===== src/rtl/alu_arbiter.sv =====
// Round-robin arbiter that shares one combinational 8-bit ALU between two requesters.
// It registers the granted operands toward the ALU and waits a settle window.
// It then captures the result and carry and returns them over a valid/ready response.
// A divide by zero is rejected without touching the ALU.
module alu_arbiter #(
  parameter int unsigned SETTLE = 1,
  parameter int unsigned CNT_W  = 16
) (
  input  logic             clk,
  input  logic             reset,
  input  logic [1:0]       req_valid,
  output logic [1:0]       req_ready,
  input  logic [7:0]       req0_a,
  input  logic [7:0]       req1_a,
  input  logic [7:0]       req0_b,
  input  logic [7:0]       req1_b,
  input  logic [3:0]       req0_sel,
  input  logic [3:0]       req1_sel,
  output logic [1:0]       rsp_valid,
  input  logic [1:0]       rsp_ready,
  output logic [7:0]       rsp_result,
  output logic             rsp_carry,
  output logic             rsp_err,
  output logic [7:0]       alu_a,
  output logic [7:0]       alu_b,
  output logic [3:0]       alu_sel,
  input  logic [7:0]       alu_out,
  input  logic             alu_carry,
  output logic             busy,
  output logic [CNT_W-1:0] op_count
);

  // Settle counter holds SETTLE-1 down to 0; at least one bit even for SETTLE == 1.
  localparam int unsigned CntW = (SETTLE > 1) ? $clog2(SETTLE) : 1;

  localparam logic [3:0] SelDiv = 4'b0011;

  typedef enum logic [1:0] {StIdle, StIssue, StSettle, StResp} state_e;

  state_e            state_q, state_d;
  logic              grant_q, grant_d;
  logic              rr_last_q, rr_last_d;
  logic [CntW-1:0]   cnt_q, cnt_d;
  logic [7:0]        alu_a_q, alu_a_d;
  logic [7:0]        alu_b_q, alu_b_d;
  logic [3:0]        alu_sel_q, alu_sel_d;
  logic [7:0]        result_q, result_d;
  logic              carry_q, carry_d;
  logic              err_q, err_d;
  logic [1:0]        rsp_valid_q, rsp_valid_d;
  logic [CNT_W-1:0]  op_count_q, op_count_d;

  logic              pick;
  logic [7:0]        pick_a;
  logic [7:0]        pick_b;
  logic [3:0]        pick_sel;
  logic              pick_div0;

  // Arbitration: a lone request wins outright; on a tie the requester not served last wins.
  always_comb begin
    pick      = (req_valid == 2'b11) ? ~rr_last_q : req_valid[1];
    pick_a    = pick ? req1_a : req0_a;
    pick_b    = pick ? req1_b : req0_b;
    pick_sel  = pick ? req1_sel : req0_sel;
    pick_div0 = (pick_sel == SelDiv) && (pick_b == 8'h00);
  end

  // Next-state, datapath updates and the request-accept pulse.
  always_comb begin
    state_d     = state_q;
    grant_d     = grant_q;
    rr_last_d   = rr_last_q;
    cnt_d       = cnt_q;
    alu_a_d     = alu_a_q;
    alu_b_d     = alu_b_q;
    alu_sel_d   = alu_sel_q;
    result_d    = result_q;
    carry_d     = carry_q;
    err_d       = err_q;
    rsp_valid_d = rsp_valid_q;
    op_count_d  = op_count_q;
    req_ready   = 2'b00;

    case (state_q)
      StIdle: begin
        // Gated by reset so no accept is signalled in a cycle whose edge resets the FSM.
        if ((|req_valid) && !reset) begin
          req_ready = {pick, ~pick};
          grant_d   = pick;
          rr_last_d = pick;
          if (pick_div0) begin
            // Rejected: the ALU operand registers keep their previous contents.
            result_d    = 8'h00;
            carry_d     = 1'b0;
            err_d       = 1'b1;
            rsp_valid_d = {pick, ~pick};
            state_d     = StResp;
          end else begin
            alu_a_d   = pick_a;
            alu_b_d   = pick_b;
            alu_sel_d = pick_sel;
            cnt_d     = CntW'(SETTLE - 1);
            state_d   = StIssue;
          end
        end
      end

      StIssue, StSettle: begin
        if (cnt_q == '0) begin
          result_d    = alu_out;
          carry_d     = alu_carry;
          err_d       = 1'b0;
          rsp_valid_d = {grant_q, ~grant_q};
          state_d     = StResp;
        end else begin
          cnt_d   = cnt_q - CntW'(1);
          state_d = StSettle;
        end
      end

      StResp: begin
        // Only the granted requester's ready completes the response.
        if (rsp_ready[grant_q]) begin
          rsp_valid_d = 2'b00;
          op_count_d  = op_count_q + CNT_W'(1);
          state_d     = StIdle;
        end
      end

      default: state_d = StIdle;
    endcase
  end

  // State and datapath registers with synchronous reset.
  always_ff @(posedge clk) begin
    if (reset) begin
      state_q     <= StIdle;
      grant_q     <= 1'b0;
      rr_last_q   <= 1'b1;
      cnt_q       <= '0;
      alu_a_q     <= 8'h00;
      alu_b_q     <= 8'h00;
      alu_sel_q   <= 4'h0;
      result_q    <= 8'h00;
      carry_q     <= 1'b0;
      err_q       <= 1'b0;
      rsp_valid_q <= 2'b00;
      op_count_q  <= '0;
    end else begin
      state_q     <= state_d;
      grant_q     <= grant_d;
      rr_last_q   <= rr_last_d;
      cnt_q       <= cnt_d;
      alu_a_q     <= alu_a_d;
      alu_b_q     <= alu_b_d;
      alu_sel_q   <= alu_sel_d;
      result_q    <= result_d;
      carry_q     <= carry_d;
      err_q       <= err_d;
      rsp_valid_q <= rsp_valid_d;
      op_count_q  <= op_count_d;
    end
  end

  assign rsp_valid  = rsp_valid_q;
  assign rsp_result = result_q;
  assign rsp_carry  = carry_q;
  assign rsp_err    = err_q;
  assign alu_a      = alu_a_q;
  assign alu_b      = alu_b_q;
  assign alu_sel    = alu_sel_q;
  assign busy       = (state_q != StIdle);
  assign op_count   = op_count_q;

endmodule

===== config.mk =====
export PLATFORM = sky130hd
export DESIGN_NAME = alu_arbiter
export DESIGN_NICKNAME = d
export VERILOG_FILES = /design/src/rtl/alu_arbiter.sv
export SDC_FILE = /design/constraint.sdc
export NUM_CORES = 1
export LEC_CHECK = 0
export BUFFER_PORTS_ARGS = -buffer_cell sky130_fd_sc_hd__buf_4
export CORE_MARGIN = 8
export CORE_UTILIZATION = 35
export CTS_CLUSTER_DIAMETER = 80
export DETAILED_ROUTE_END_ITERATION = 10
export GPL_ROUTABILITY_DRIVEN = 0
export PLACE_DENSITY = 0.65
export SLEW_MARGIN = 30
export SYNTH_ARGS = -nofsm -noshare
export SYNTH_HDL_FRONTEND = slang
export SYNTH_SLANG_ARGS = --single-unit

===== constraint.sdc =====
create_clock -name clk -period 2.19 [get_ports clk]
set_input_delay 0.1095 -clock clk [delete_from_list [all_inputs] [get_ports clk]]
set_output_delay 0.1095 -clock clk [all_outputs]
set_load 0.02 [all_outputs]

# After elaboration in Yosys (flattened, before gate mapping)
# Cells that the tools add are included.
# Widths: inputs -> output; s select.
[totals] ff_bits=53 latchBits=0 ram_bits=0 mem_bits_ro=0 inputBits=55 elab_cells=78 n_memories=0
[op_classes] add_sub_neg=2 mul=0 n_div=0 n_lt_le_gt_ge=1 n_eq_ne=10 shifts=0 mux=33 bitwise=4 n_reduce_logical=16
[ops] operator="$mux 8" count=5
[ops] operator="$add 16x1->16 const B" count=1
[ops] operator="$mux 2" count=8
[ops] operator="$pmux 8 s2" count=1
[ops] operator="$mux 1" count=13
[ops] operator="$pmux 2 s3" count=2
[ops] operator="$ne 2x2->1 const B" count=5
[ops] operator="$logic_not 8->1" count=1
[ops] operator="$reduce_and 4->1" count=2
[ops] operator="$eq 2x2->1 const B" count=3
[ops] operator="$pmux 1 s2" count=3
[ops] operator="$reduce_and 2->1" count=3
[ops] operator="$reduce_and 3->1" count=2
[ops] operator="$eq 4x2->1 const B" count=1
[ops] operator="$mux 4" count=1
[ops] operator="$not 1->1" count=4
[ops] operator="$reduce_bool 2->1" count=2
[ops] operator="$reduce_or 2->1" count=2
[ops] operator="$eq 2x1->1 const B" count=1
[ops] operator="$logic_and 1x1->1" count=2
[ops] operator="$logic_not 2->1" count=1
[ops] operator="$lt 1x2->1 const B" count=1
[ops] operator="$logic_not 1->1" count=1
[ops] operator="$sub 1x1->1 const B" count=1

# Depth between registers and ports, before layout
[depth] ltp_word=8 depth_mapped=8 depth_no_buf=7

# Worst setup path before layout
# OpenSTA, ideal clock, no wires.
[synth_timing] path_kind="reg-to-reg" startpoint="register state_q[0]" endpoint="register rsp_valid_q[0] (netlist: rsp_valid[0])" arrival_ps=1731 t_required_ps=2068 setup_slack_ps=337 stages_incl_launch_ff=9 n_path_buf=1 period_less_slack_ps=1853 cell_sequence="dfxtp_1 inv_1 ha_1 clkbuf_1 inv_1 o22ai_1 a22oi_1 nor2_1 a311o_1"
[synth_between] elab_chain_len=4 elab_cells_between_ends=11
[synth_lines] element="from (decl)" line="40" rtl="state_e state_q, state_d;"
[synth_lines] element="from (signal assigned)" line="137" rtl="state_q <= StIdle;"
[synth_lines] element="from (signal assigned)" line="150" rtl="state_q <= state_d;"
[synth_lines] element="$eq 2x1->1 or $eq 2x2->1 (tied branches)" line="84" rtl="case (state_q)"
[synth_lines] element="$reduce_or 2->1" line="84"
[synth_lines] element="$ne 2x2->1 (no source line)"
[synth_lines] element="$reduce_and 4->1 (no source line)"
[synth_lines] element="to (signal assigned)" line="160" rtl="rsp_valid_q <= rsp_valid_d;"
[synth_lines] element="to (decl)" line="50" rtl="logic [1:0] rsp_valid_q, rsp_valid_d;"
# Parallel ways exist; a longest one is shown, timed or not.
# A chain may end at the register's enable or synchronous reset.

# Worst setup path after layout
[layout_timing] startpoint="register grant_q" endpoint="register rsp_valid_q[1] (netlist: rsp_valid[1])"
[layout_between] elab_chain_len=4 elab_cells_between_ends=6
[layout_lines] element="from (decl)" line="41" rtl="logic grant_q, grant_d;"
[layout_lines] element="from (signal assigned)" line="151" rtl="grant_q <= grant_d;"
[layout_lines] element="$mux 1 (not written as such) (2 in a row)" line="123" rtl="if (rsp_ready[grant_q]) begin"
[layout_lines] element="$ne 2x2->1 (no source line)"
[layout_lines] element="$reduce_and 4->1 (no source line)"
# Parallel ways exist; a longest one is shown, timed or not. The select of a mux whose other input is x is not followed.

==> impl_metrics.env <==
export IMPL_status="completed"
export IMPL_synth_cell_types=48
export IMPL_end_kind="register"
export IMPL_dpl_worst_slack_ns=0.318
export IMPL_finalWirelength_um=7490
export IMPL_antenna_found_initial=0
export IMPL_peakVddDrop_mv=0.280
export IMPL_cts_root_buf="clkbuf_8"
export IMPL_hold_viol_final=0
export IMPL_syn_area_um2=2660
export IMPL_cts_setup_buffers=0
export IMPL_crit_path_cell_trace="mux2i_1 -> nand2_1 -> a32oi_1 -> nor2_1 -> a311o_1"
export IMPL_cpPeakStageDelay_ns=0.53
export IMPL_power_leakage_uw=0.00159
export IMPL_max_freq_mhz=527
export IMPL_netlist_instances=291
export IMPL_finalCritPeriodShare=0.867
export IMPL_grt_overflow_total=0
export IMPL_syn_nets=349
export IMPL_io_buffers=105
export IMPL_cts_buffer_depth=2
export IMPL_final_cell_mix="110 x buf_4, 52 x dfxtp_1, 30 x nor2_1, 28 x nand2_1"
export IMPL_cp_slowest_cell="mux2i_1"
export IMPL_via_per_inst=5.03
export IMPL_fin_worst_skew_ns=0.00824
export IMPL_dp_cells=486
export IMPL_crit_end="rsp_valid[1]"
export IMPL_synth_ff_type="dfxtp_1"
export IMPL_coreArea_um2=7570
export IMPL_place_area_um2=3530
export IMPL_drt_iter0_markers=124
export IMPL_grt_pass1_vias=2508
export IMPL_reg2reg_slack_ns=0.29
export IMPL_synth_seq_area_share=0.391
export IMPL_clkTransAtPathRegs_ns=0.10
export IMPL_cp_arrival_ns=2.10
export IMPL_clock_sinks=52
export IMPL_setup_viol=0
export IMPL_rsz0062_at_grt="no"
export IMPL_antenna_cells=0
export IMPL_reg2reg_depth=5
export IMPL_layoutNonFillerInstCount=494
export IMPL_min_period_ns=1.90
export IMPL_power_density_nw_per_um2=672
export IMPL_avgSynthCellArea_um2=9.15
export IMPL_initial_core_util=0.352
export IMPL_syn_to_final_growth_pct=36.2
export IMPL_dp_hpwl_um=5770
export IMPL_dieWidth_um=103
export IMPL_synthArstFlopShare=0
export IMPL_synth_warnings=0
export IMPL_finalWorstSetupSlack_ns=0.291
export IMPL_tritoncts="done"
export IMPL_hold_buffers=0
export IMPL_timing_rr_end="rsp_valid[1]"
export IMPL_design_area_um2=3630
export IMPL_ios=106
export IMPL_grt_first_pass_wirelength_um=11800
export IMPL_p_total_uw=2440
export IMPL_critPathLaunch="grant_q"
export IMPL_worst_slew_pin_slew_ns=0.670
export IMPL_vias=2485
export IMPL_worstSetupPathType="reg2reg"
export IMPL_holdCritPathClass="in2reg"
export IMPL_die_area_um2=10700
export IMPL_cp_required_ns=2.39
export IMPL_final_common_cell="buf_4"
export IMPL_wl_per_cell_um=15.2
export IMPL_drc=0
export IMPL_crit_fanout=7
export IMPL_r2r_start="grant_q"
export IMPL_drt_pass1_iter_count=4
export IMPL_htree_levels=2
export IMPL_layout_drive_gt1_share=0.360
export IMPL_tns_ns=0
export IMPL_nets=449
export IMPL_drtAntennaViolNets=0
export IMPL_grtUsageTotal=0.139
export IMPL_fp_row_count=32
export IMPL_synth_edf_count=0
export IMPL_worstSkewPairLatency_ns=0.31
export IMPL_ys_ff_latch=52
export IMPL_cts_buffers=5
export IMPL_post_cts_resized=0
export IMPL_cap_violations=0
export IMPL_slew_violations=0
export IMPL_slew_headroom=0.549
export IMPL_start_kind="register"
export IMPL_die_y_um=103
export IMPL_grt_max_degree=56
-- state kept, by name, summed over array words and instances (netlist names) --
signal      flops
alu_b           8
alu_a           8
op_count       16
rsp_err         1
alu_sel         4
rr_last_q       1
rsp_valid       2
grant_q         1
state_q         2
rsp_carry       1
rsp_result      8
-- synth_stat cells, types with 4 or more instances --
master | instances | area [µm²]
a211oi_2 | 10 | 125
nand3_1 | 6 | 30.0
nor2_1 | 30 | 113
inv_1 | 6 | 22.5
xor2_1 | 10 | 87.6
xnor2_1 | 5 | 43.8
nand2_1 | 28 | 105
nor4_1 | 4 | 25.0
clkbuf_1 | 10 | 37.5
a211oi_1 | 5 | 37.5
dfxtp_1 | 52 | 1040
nand4_1 | 10 | 62.6
a21oi_1 | 27 | 135
mux2i_1 | 27 | 270
nand2b_1 | 9 | 56.3
-- how the worst min path moves through the flow --
stage | from | endpoint | cells after the start
6_report | alu_out[0] | rsp_result[0] | 3
5_1_grt | alu_out[0] | rsp_result[0] | 3
4_1_cts | alu_out[5] | rsp_result[5] | 3
3_5_place_dp | alu_out[5] | rsp_result[5] | 3
3_3_place_gp | alu_out[4] | rsp_result[4] | 3
2_1_floorplan | alu_carry | rsp_carry | 2
-- stage by stage --
step	util	hold WS, ns
5_1_grt	0.479	0.0455
3_5_place_dp	0.467	0.371
2_1_floorplan	-	0.248
3_3_place_gp	0.467	0.366
4_1_cts	0.479	0.0335
6_report	0.479	0.0434
-- critical path: cells and delay by family, from the launching register on --
kind,cells,cell delay (ns)
AND/OR/NAND/NOR,2,0.23
multiplexers,1,0.53
flip-flops,1,0.45
AO/OA/AOI/OAI,2,0.58
-- report_power, final --
group / total, µW / internal [µW] / switching (µW)
clock network: 580 / 256 / 323
logic: 779 / 349 / 430
registers: 1080 / 1030 / 50.0
total: 2440 / 1630 / 803
-- per-layer routing --
layer  routed length, µm  part of all wire  global-route usage
met1                3120              0.42               0.163
met2                3790              0.51               0.242
met3                 511             0.068              0.0395
met4                  69            0.0092              0.0378
met5                   0                 0                   0
-- kinds of logic after synthesis --
kind of cell	after synthesis	synth area share
and+or+nand+nor	106	0.216
AOI/OAI and AO/OA	63	0.178
DFF	52	0.391
muxes	29	0.111
buffers and inverters	23	0.0409
xor gates and xnor gates	15	0.0493
adders and majority gates	3	0.0141
-- cell type report --
cell class,count,area (µm²)
tap,102,128
fill,749,3940
timing repair buffer,110,826
clock inverter,2,15.0
sequential,52,1040
multi-input combinational,216,1510
clock buffer,6,82.6
inverter,6,22.5
Note: power is estimated with default switching activity, not from simulation.
